==> src/rtl/dm_arbiter.sv <==
// -----------------------------------------------------------------------------
// dm_arbiter
//
// Two-port arbiter and access sequencer for the single-port data-memory block
// RAM. Port C (CPU memory stage) and port D (debug/bridge) compete for the RAM.
// Requests are granted one at a time, round-robin on ties. Loads read the RAM
// (1-cycle synchronous read latency). Word stores write directly. Byte and
// halfword stores run as a read-modify-write on the single clock: the word is
// read, the selected lane is replaced, and the full word is written back.
//
// Handshake: a requester raises x_req with x_wr/x_size/x_addr/x_wdata stable
// and holds them until x_ack. x_ack is a single-cycle completion pulse. x_rdata
// carries the raw RAM word only while x_ack is high on a load, otherwise 0. The
// requester may drop or change x_req in the cycle after x_ack. The FSM is back
// in IDLE then, so one port may issue back-to-back requests.
//
// Ports
//   clk        sole clock, rising edge
//   rst_n      asynchronous active-low reset
//   c_req      CPU request
//   c_wr       1 = store, 0 = load
//   c_size     00 byte, 01 half, 10/11 word
//   c_addr     byte address (word index = c_addr[ADDR_W+1:2])
//   c_wdata    right-aligned store data
//   c_ack      completion pulse
//   c_rdata    raw RAM word on load completion, else 0
//   d_*        same set for the debug port
//   ram_we     4'b1111 while writing, else 4'b0000
//   ram_addr   RAM word address (from the holding register)
//   ram_din    RAM write data, 0 when not writing
//   ram_dout   RAM read data, valid the cycle after the address
//   busy       high whenever the FSM is not in IDLE
//   dbg_state  current FSM state, for observation only
// -----------------------------------------------------------------------------
module dm_arbiter #(
   parameter int ADDR_W = 11
) (
   input  logic              clk,
   input  logic              rst_n,

   input  logic              c_req,
   input  logic              c_wr,
   input  logic [1:0]        c_size,
   input  logic [31:0]       c_addr,
   input  logic [31:0]       c_wdata,
   output logic              c_ack,
   output logic [31:0]       c_rdata,

   input  logic              d_req,
   input  logic              d_wr,
   input  logic [1:0]        d_size,
   input  logic [31:0]       d_addr,
   input  logic [31:0]       d_wdata,
   output logic              d_ack,
   output logic [31:0]       d_rdata,

   output logic [3:0]        ram_we,
   output logic [ADDR_W-1:0] ram_addr,
   output logic [31:0]       ram_din,
   input  logic [31:0]       ram_dout,

   output logic              busy,
   output logic [2:0]        dbg_state
);

   typedef enum logic [2:0] {
      S_IDLE  = 3'd0,
      S_RD    = 3'd1,
      S_LDATA = 3'd2,
      S_WR    = 3'd3,
      S_MERGE = 3'd4
   } state_e;

   localparam logic PORT_C = 1'b0;
   localparam logic PORT_D = 1'b1;

   // ---------------------------------------------------------------------------
   // State and holding registers
   // ---------------------------------------------------------------------------
   state_e              state_q,      state_d;
   logic                last_grant_q, last_grant_d;
   logic                port_q,       port_d;
   logic                rmw_q,        rmw_d;
   logic                half_q,       half_d;
   logic [1:0]          lane_q,       lane_d;
   logic [ADDR_W-1:0]   addr_q,       addr_d;
   logic [31:0]         wdata_q,      wdata_d;

   // Winner of the current arbitration and its request fields
   logic                grant_any;
   logic                grant_port;
   logic                sel_wr;
   logic [1:0]          sel_size;
   logic [31:0]         sel_addr;
   logic [31:0]         sel_wdata;
   logic                sel_word;

   // Read word with the selected byte/half lane replaced
   logic [31:0]         merged;

   // Address bits above the RAM range are intentionally ignored
   logic                unused_addr_hi;
   assign unused_addr_hi = ^{c_addr[31:ADDR_W+2], d_addr[31:ADDR_W+2]};

   // ---------------------------------------------------------------------------
   // Arbitration: a lone request wins; on a tie the port that did not win last
   // time is granted.
   // ---------------------------------------------------------------------------
   always_comb begin
      grant_any = c_req | d_req;
      if (c_req && d_req) begin
         grant_port = ~last_grant_q;
      end else if (d_req) begin
         grant_port = PORT_D;
      end else begin
         grant_port = PORT_C;
      end

      if (grant_port == PORT_D) begin
         sel_wr    = d_wr;
         sel_size  = d_size;
         sel_addr  = d_addr;
         sel_wdata = d_wdata;
      end else begin
         sel_wr    = c_wr;
         sel_size  = c_size;
         sel_addr  = c_addr;
         sel_wdata = c_wdata;
      end

      // Sizes 10 and 11 both mean a full word
      sel_word = sel_size[1];
   end

   // ---------------------------------------------------------------------------
   // Next-state logic
   // ---------------------------------------------------------------------------
   always_comb begin
      state_d      = state_q;
      last_grant_d = last_grant_q;
      port_d       = port_q;
      rmw_d        = rmw_q;
      half_d       = half_q;
      lane_d       = lane_q;
      addr_d       = addr_q;
      wdata_d      = wdata_q;

      unique case (state_q)
         S_IDLE: begin
            if (grant_any) begin
               last_grant_d = grant_port;
               port_d       = grant_port;
               rmw_d        = sel_wr & ~sel_word;
               half_d       = sel_size[0];
               lane_d       = sel_addr[1:0];
               addr_d       = sel_addr[ADDR_W+1:2];
               wdata_d      = sel_wdata;
               if (sel_wr && sel_word) begin
                  state_d = S_WR;
               end else begin
                  // Loads and sub-word stores both need the word read first
                  state_d = S_RD;
               end
            end
         end
         S_RD: begin
            state_d = rmw_q ? S_MERGE : S_LDATA;
         end
         S_LDATA: begin
            state_d = S_IDLE;
         end
         S_WR: begin
            state_d = S_IDLE;
         end
         S_MERGE: begin
            state_d = S_IDLE;
         end
         default: begin
            state_d = S_IDLE;
         end
      endcase
   end

   // ---------------------------------------------------------------------------
   // Registers. Reset returns to IDLE at once, which drops ram_we and the acks
   // in the same cycle, so an in-flight write or load is abandoned cleanly.
   // ---------------------------------------------------------------------------
   always_ff @(posedge clk or negedge rst_n) begin
      if (!rst_n) begin
         state_q      <= S_IDLE;
         last_grant_q <= PORT_D;
         port_q       <= PORT_C;
         rmw_q        <= 1'b0;
         half_q       <= 1'b0;
         lane_q       <= 2'b00;
         addr_q       <= '0;
         wdata_q      <= 32'h0;
      end else begin
         state_q      <= state_d;
         last_grant_q <= last_grant_d;
         port_q       <= port_d;
         rmw_q        <= rmw_d;
         half_q       <= half_d;
         lane_q       <= lane_d;
         addr_q       <= addr_d;
         wdata_q      <= wdata_d;
      end
   end

   // ---------------------------------------------------------------------------
   // Lane merge for sub-word stores. For halves only addr[1] selects the lane.
   // ---------------------------------------------------------------------------
   always_comb begin
      merged = ram_dout;
      if (half_q) begin
         if (lane_q[1]) begin
            merged[31:16] = wdata_q[15:0];
         end else begin
            merged[15:0]  = wdata_q[15:0];
         end
      end else begin
         unique case (lane_q)
            2'b00:   merged[7:0]   = wdata_q[7:0];
            2'b01:   merged[15:8]  = wdata_q[7:0];
            2'b10:   merged[23:16] = wdata_q[7:0];
            default: merged[31:24] = wdata_q[7:0];
         endcase
      end
   end

   // ---------------------------------------------------------------------------
   // Output decode from state and holding registers
   // ---------------------------------------------------------------------------
   logic ack_state;
   logic ldata_state;

   always_comb begin
      ack_state   = (state_q == S_LDATA) || (state_q == S_WR) || (state_q == S_MERGE);
      ldata_state = (state_q == S_LDATA);

      c_ack   = ack_state && (port_q == PORT_C);
      d_ack   = ack_state && (port_q == PORT_D);
      c_rdata = (ldata_state && (port_q == PORT_C)) ? ram_dout : 32'h0;
      d_rdata = (ldata_state && (port_q == PORT_D)) ? ram_dout : 32'h0;

      ram_we  = 4'b0000;
      ram_din = 32'h0;
      if (state_q == S_WR) begin
         ram_we  = 4'b1111;
         ram_din = wdata_q;
      end else if (state_q == S_MERGE) begin
         ram_we  = 4'b1111;
         ram_din = merged;
      end

      ram_addr  = addr_q;
      busy      = (state_q != S_IDLE);
      dbg_state = state_q;
   end

endmodule

==> config.mk <==
export PLATFORM = sky130hd
export DESIGN_NAME = dm_arbiter
export DESIGN_NICKNAME = d
export VERILOG_FILES = /design/src/rtl/dm_arbiter.sv
export SDC_FILE = /design/constraint.sdc
export NUM_CORES = 1
export LEC_CHECK = 0
export CELL_PAD_IN_SITES_DETAIL_PLACEMENT = 0
export CELL_PAD_IN_SITES_GLOBAL_PLACEMENT = 1
export CORE_ASPECT_RATIO = 1.4
export CORE_UTILIZATION = 23
export CTS_CLUSTER_DIAMETER = 80
export CTS_CLUSTER_SIZE = 8
export DETAILED_ROUTE_END_ITERATION = 16
export GPL_TIMING_DRIVEN = 0
export PLACE_DENSITY = 0.91
export SYNTH_ARGS = -nofsm -noshare
export SYNTH_HDL_FRONTEND = slang
export SYNTH_SLANG_ARGS = --single-unit
export TNS_END_PERCENT = 10
==> constraint.sdc <==
create_clock -name clk -period 1.9 [get_ports clk]
set_input_delay 0.38 -clock clk [delete_from_list [all_inputs] [get_ports clk]]
set_output_delay 0.38 -clock clk [all_outputs]
set_load 0.01 [all_outputs]
---- Word level (Yosys, flattened, before mapping) ----
Cells that the tools add are included.
storage, ports and cells
  input port bits ......................... 170
  flip-flop bits (word level) ............. 52
  logic and storage cells ................. 56
  output and inout bits ................... 117
cells by class
  bitwise logic cells ..................... 5
  equal/unequal tests ..................... 7
  multiplexer cells ....................... 23
  reduce and logical (&&, ||, !) cells .... 13
operators by type and width
  kind                                            count
  2-to-1 mux 32 bit                               6
  2-to-1 mux 16 bit                               2
  2-to-1 mux 8 bit                                4
  2-to-1 mux 13 bit                               1
  2-to-1 mux 4 bit                                2
  == test 3 x 2 -> 1 bit (second input constant)  2
  logical AND 1 bit                               6
  2-to-1 mux 3 bit                                2
  case mux 3 bit (2 select lines)                 1
  2-to-1 mux 2 bit                                2
  == test 3 x 1 -> 1 bit (second input constant)  1
  == test 3 bit (second input constant)           1
  logical NOT 3 bit                               1
  2-to-1 mux 1 bit                                3
  inverter 1 bit                                  3
  nonzero test 3 bit                              1
  OR reduction 3 bit                              1
  == test 2 x 1 -> 1 bit (second input constant)  1
  == test 2 bit (second input constant)           1
  logical NOT 2 bit                               1
  logical OR 1 bit                                2
  inequality test 2 bit (second input constant)   1
  AND reduction 2 bit                             1
  bitwise AND 1 bit                               1
  bitwise OR 1 bit                                1

---- Logic depth before layout (Yosys ltp) ----
  word-level depth ........................ 7
  depth in mapped cells ................... 7
  mapped depth without buffers ............ 4

---- Worst setup path after synthesis ----
Ideal clock, no wire load.
  path type ............................... register to output
  start point ............................. register state_q[1] (netlist: dbg_state[1])
  end point ............................... output port ram_we[1]
  path slack .............................. 103 ps
  stages on the path, launching flop included .. 6
  data arrival time ....................... 1,417 ps
  required time ........................... 1,520 ps
  path buffers ............................ 2
  cell sequence ........................... dfrtp_1 nor2b_4 and2_1 buf_6 or2_2 buf_4
between the ends
  cells in the longest elaborated chain, start to end .. 3
  elaborated cells on any way between the ends .. 4
  those cells by class .................... eq/ne (2); mux (2)
ends and longest elaborated chain
  element                 RTL line  text
  from (decl)             80        state_e state_q, state_d;
  from (signal assigned)  199       state_q <= state_d;
  == test 3 bit           251       end else if (state_q == S_MERGE) begin
  2-to-1 mux 4 bit        251
  2-to-1 mux 4 bit *      248       if (state_q == S_WR) begin
  to (decl)               57        output logic [3:0] ram_we,
Mark *: on every way between the ends. The rest lies on a longest branch, timed or not.

---- Worst setup path after layout ----
  start point ............................. register state_q[1] (netlist: dbg_state[1])
  end point ............................... output port ram_din[29]
between the ends
  cells in the longest elaborated chain, start to end .. 3
  elaborated cells on any way between the ends .. 4
  those cells by class .................... eq/ne (2); mux (2)
ends and longest elaborated chain
  element              RTL line  text
  == test 3 bit        251
  2-to-1 mux 32 bit    251
  2-to-1 mux 32 bit *  248
  to (decl)            59        output logic [31:0] ram_din,
Marks and branches as above.

==> out/metrics.sh <==
RESULT_OF_THE_RUN='finished with violations'
VIOLATIONS='setup timing'
TIGHTESTPINTRANSITION_NS=0.4326
FINAL_LAYOUT_SIZE_SUFFIX_GT1_FRAC=0.3013
TOP_FAMILY_BY_DELAY_ON_CRITICAL_PATH='buffers and inverters'
TIMING.FINAL.HOLD_VIOLATIONS=0
FINAL.SETUP_SKEW_NS=0.008654
SYNTH-SEQ-AREA-SHARE=0.3559
POSTSYNTHAREAPERCELL_SQ_UM=8.571
CELLINTERNALPOWER_mW=4.839
WORSTPATHBUFFERINVERTERCOUNT=4
FILLERS=1594
REGTOREGSETUPSLACK_NS=0.15
ROUTE.ANTENNA.REMAINING_NETS=0
FINAL_NET_COUNT=886
CORE_AREA_SQ_UM=15540
GRT_USE_TOTAL=0.1911
DIE_AREA_SQ_UM=16430
AVGVIACOUNTPERCELL=4.527
WORSTSKEWPAIRLATENCY_NS=0.30
MAXIMUM_NUMBER_OF_PINS_ON_ONE_NET_BEFORE_GLOBAL_ROUTE_REPAIR=37
HIGHEST-SIGNAL-LAYER='met4'
CTS-ROOT-BUF='sky130_fd_sc_hd__clkbuf_16'
CPMOSTUSEDCELL='sky130_fd_sc_hd__o21ai_1'
DETAIL_ROUTE.WL_PER_CELL_MICRONS=17.22
REMAINING_GLOBAL_ROUTE_OVERFLOW=0
CRIT_PATH_TOP_DELAY_CELL='sky130_fd_sc_hd__dfrtp_2'
DIE-HEIGHT_MICRONS=151.3
SLEW_VIOLATIONS=0
RSZ0062_AT_GRT='true'
YS_SEQ_ELEMENTS=52
CTS_TREE='done'
TRITONCTS_NUM_SINKS=52
SWITCHING_SHARE=0.4124
DRT_WL_TOTAL_MM=15.72
M1WIRELENGTH_MM=6.022
START_UTIL=0.2355
ASYNC_FLOP_SHARE=1.000
SYNTH-EDFF-COUNT=0
P_LEAK_nW=3.217
SWITCHINGPOWER_mW=3.396
CTS_MADE_BUFFERS=5
WORST_SLEW_MARGIN_REL=0.7116
SYNTHESIS.AREA_SQ_UM=3660
CRITICAL_PATH_PEAK_FANOUT=10
FF_TO_FF_END='wdata_q[31]$_DFFE_PN0P_'
CP_SLOWEST_STAGE_DELAY_NS=0.43
ROUTE.MET3.WL_MICRONS=719
CP_DATA_REQUIRED_TIME_NS=1.52
AREA_GROWTH_SYN_TO_LAYOUT_PCT=84.89
DRT_FIRST_PASS_ITERS=4
CLK_PIN_SLEW_NS=0.07
POWERDENSITY_nW_PER_UM2=1217
BUFFER_DEPTH_OF_THE_LONGEST_CLOCK_PATH=2
ROUTED-VIA-COUNT=4133
ROW_COUNT=54
ROUTABILITYCONGESTION=0.8926
SHARE_COMB_OF_TOTAL_POWER=0.603
WORST_SLACK_NS=-0.2336
LOGIC_DEPTH_OF_THE_WORST_PATH_BUFFERS_INCLUDED=7
DIE_W_MICRONS=108.6
GRT_ANTENNA_BEFORE_REPAIR=0
IOPINCOUNT=287
R2R_START='dbg_state[0]$_DFFE_PN0P_'
POSTSYNTH.TOPFLOPCELL='sky130_fd_sc_hd__dfrtp_1'
POST_SYNTH_NUM_CELL_TYPES=38
DRC=0
FINAL_CYCLE_SHARE=1.123
PLACE_AREA_SQ_UM=6402
CP_CELL_SEQUENCE='buf_6, nor3b_4, buf_12, buf_8, o21ai_1, o21ai_1, buf_2'
WORSTSETUPPATHTYPE='reg -> out'
INITIAL_DRT_MARKERS=136
CRIT_PATH_END_KIND='output pin'
FMAXACHIEVABLE_MHz=468.7
FINALPOWER_mW=8.234
CP-START-KIND='flip-flop'
CTS_MAX_LEVEL=2
SYNTH-WARNING-COUNT=0
MAXCAPVIOLCOUNT=0
SHARE_CLK_OF_TOTAL_POWER=0.132
MIN-DELAY-PATH-CLASS='in -> async'
MET2_LENGTH_MM=8.317
HOLDWS_NS=0.01752
DPL.HPWL_MM=12.43
SHARE_SEQ_OF_TOTAL_POWER=0.265
SYN-NUM-NETS=597
SETUP.WORST_PATH.START='dbg_state[1]$_DFFE_PN0P_'
FIRST_GLOBAL_VIAS=4115
DIODES=0
IRDROPWORSTVDD_mV=0.5066
PORT-BUFFER-COUNT=248
GRT_PASS1_WL_MM=23.22
FINALSETUPVIOLCOUNT=102
FIN_CRIT_NS=2.134
WORST_ENDPOINT_DATA_ARRIVAL_TIME_NS=1.75
SETUP.WORST_PATH.END='ram_din[29]'
WORST_R2R_PATH_DEPTH=8
FINAL_INSTANCE_AREA_SQ_UM=6766
NUMBER_OF_INSTANCES_IN_THE_SYNTHESIZED_NETLIST=427
## sequential cells by signal, indices dropped and copies added, names as in the netlist
| signal | count |
|---|---|
| wdata_q | 32 |
| ram_addr | 11 |
| dbg_state | 3 |
| lane_q | 2 |
| half_q | 1 |
| last_grant_q | 1 |
| port_q | 1 |
| rmw_q | 1 |
## metrics by stage
stage                     TNS (ns)  cells  setup slack [ns]  utilization
after floorplan                  0    427            0.1033            -
after global placement     -116.99    871            -1.139       0.4110
after detailed placement    -60.78    872           -0.6571       0.4120
after CTS                   -20.85    908           -0.3473       0.4352
after global routing        -23.05    913           -0.3158       0.4354
final                       -16.63    913           -0.2336       0.4354
## layout by cell type, fill, tap and decap left out, drive strengths merged, types with 2 or more instances in the layout
cell type      netlist  final
a21oi                3      3
a22o                 9      9
a31oi                2      2
and2                65     65
buf                 20    161
clkbuf              13     14
clkdlybuf4s15        0      2
clkdlybuf4s50        0    143
dfrtp               51     51
inv                  5      5
mux2i               55     55
nand2               82     82
nor2                14     14
nor2b                4      4
nor3b                3      3
o21ai               74     74
o221ai               7      7
o22a                 7      7
## per-layer routing
metal | up-vias | GRT usage
met4 | 0 | 0.1000
met2 | 154 | 0.3494
met1 | 1898 | 0.2134
li1 | 2049 | -
met3 | 32 | 0.02324
met5 | - | 0
## what timing repair did
action	4_1_cts	5_1_grt
gates resized for setup	451	93
endpoints found under the hold margin	0	0
setup endpoints to repair	103	113
buffers inserted	23	7
hold buffers	0	0
gates cloned	5	0
pin swaps	31	9
## area by class of cell
cell class	instances	area (sq um)	area share
timing repair buffer	283	2485	0.3672
multi-input combinational	337	2213	0.3271
clock buffer	6	138.9	0.02053
sequential	52	1310	0.1936
clock inverter	2	38.79	0.005732
buffer	32	316.6	0.04678
tap	196	245.2	0.03624
inverter	5	18.77	0.002774
## power by group through the flow
stage / sequential, mW / clock [mW] / combinational [mW]
floorplan: 2.06 / 0 / 2.35
global route: 2.24 / 1.16 / 5.40
detailed placement: 2.21 / 0 / 4.43
finish: 2.18 / 1.09 / 4.96
CTS: 2.19 / 1.11 / 4.85
global placement: 2.20 / 0 / 4.37
## how the worst min path moves through the flow
stage | start | to | slack [ns]
2_1_floorplan | rst_n | dbg_state[0]$_DFFE_PN0P_ | 0.08
3_3_place_gp | ram_addr[1]$_DFFE_PN0P_ | ram_addr[1]$_DFFE_PN0P_ | 0.46
3_5_place_dp | rst_n | wdata_q[19]$_DFFE_PN0P_ | 0.35
4_1_cts | rst_n | ram_addr[4]$_DFFE_PN0P_ | 0.03
5_1_grt | rst_n | ram_addr[6]$_DFFE_PN0P_ | 0.04
6_report | rst_n | wdata_q[30]$_DFFE_PN0P_ | 0.02
## kinds of logic after synthesis
kind of cell,count (synthesis),share of synthesized area
compound gates,108,0.1812
buf+inv,38,0.06667
flops,52,0.3559
mux,55,0.1504
simple gates,174,0.2458
## synthesized netlist by cell type, types with 2 or more instances
master                      n  area [sq um]
sky130_fd_sc_hd__o21ai_1   18         90.09
sky130_fd_sc_hd__a22o_1     9         78.83
sky130_fd_sc_hd__buf_2      3         15.01
sky130_fd_sc_hd__buf_6      7         78.83
sky130_fd_sc_hd__clkbuf_2   6         30.03
sky130_fd_sc_hd__nor2b_1    3         18.77
sky130_fd_sc_hd__mux2i_1   55         550.5
sky130_fd_sc_hd__nand2_1   81         304.0
sky130_fd_sc_hd__o21ai_0   55         275.3
sky130_fd_sc_hd__a21oi_1    2         10.01
sky130_fd_sc_hd__clkbuf_1   7         26.28
sky130_fd_sc_hd__o221ai_1   7         61.31
sky130_fd_sc_hd__inv_1      5         18.77
sky130_fd_sc_hd__a31oi_1    2         12.51
sky130_fd_sc_hd__dfrtp_1   51          1276
sky130_fd_sc_hd__nor2_1    14         52.55
sky130_fd_sc_hd__nor3b_4    2         37.54
sky130_fd_sc_hd__and2_1    65         406.6
sky130_fd_sc_hd__o22a_1     7         61.31
sky130_fd_sc_hd__buf_4     10         75.07
No activity file was read; power rests on OpenSTA's default activity.
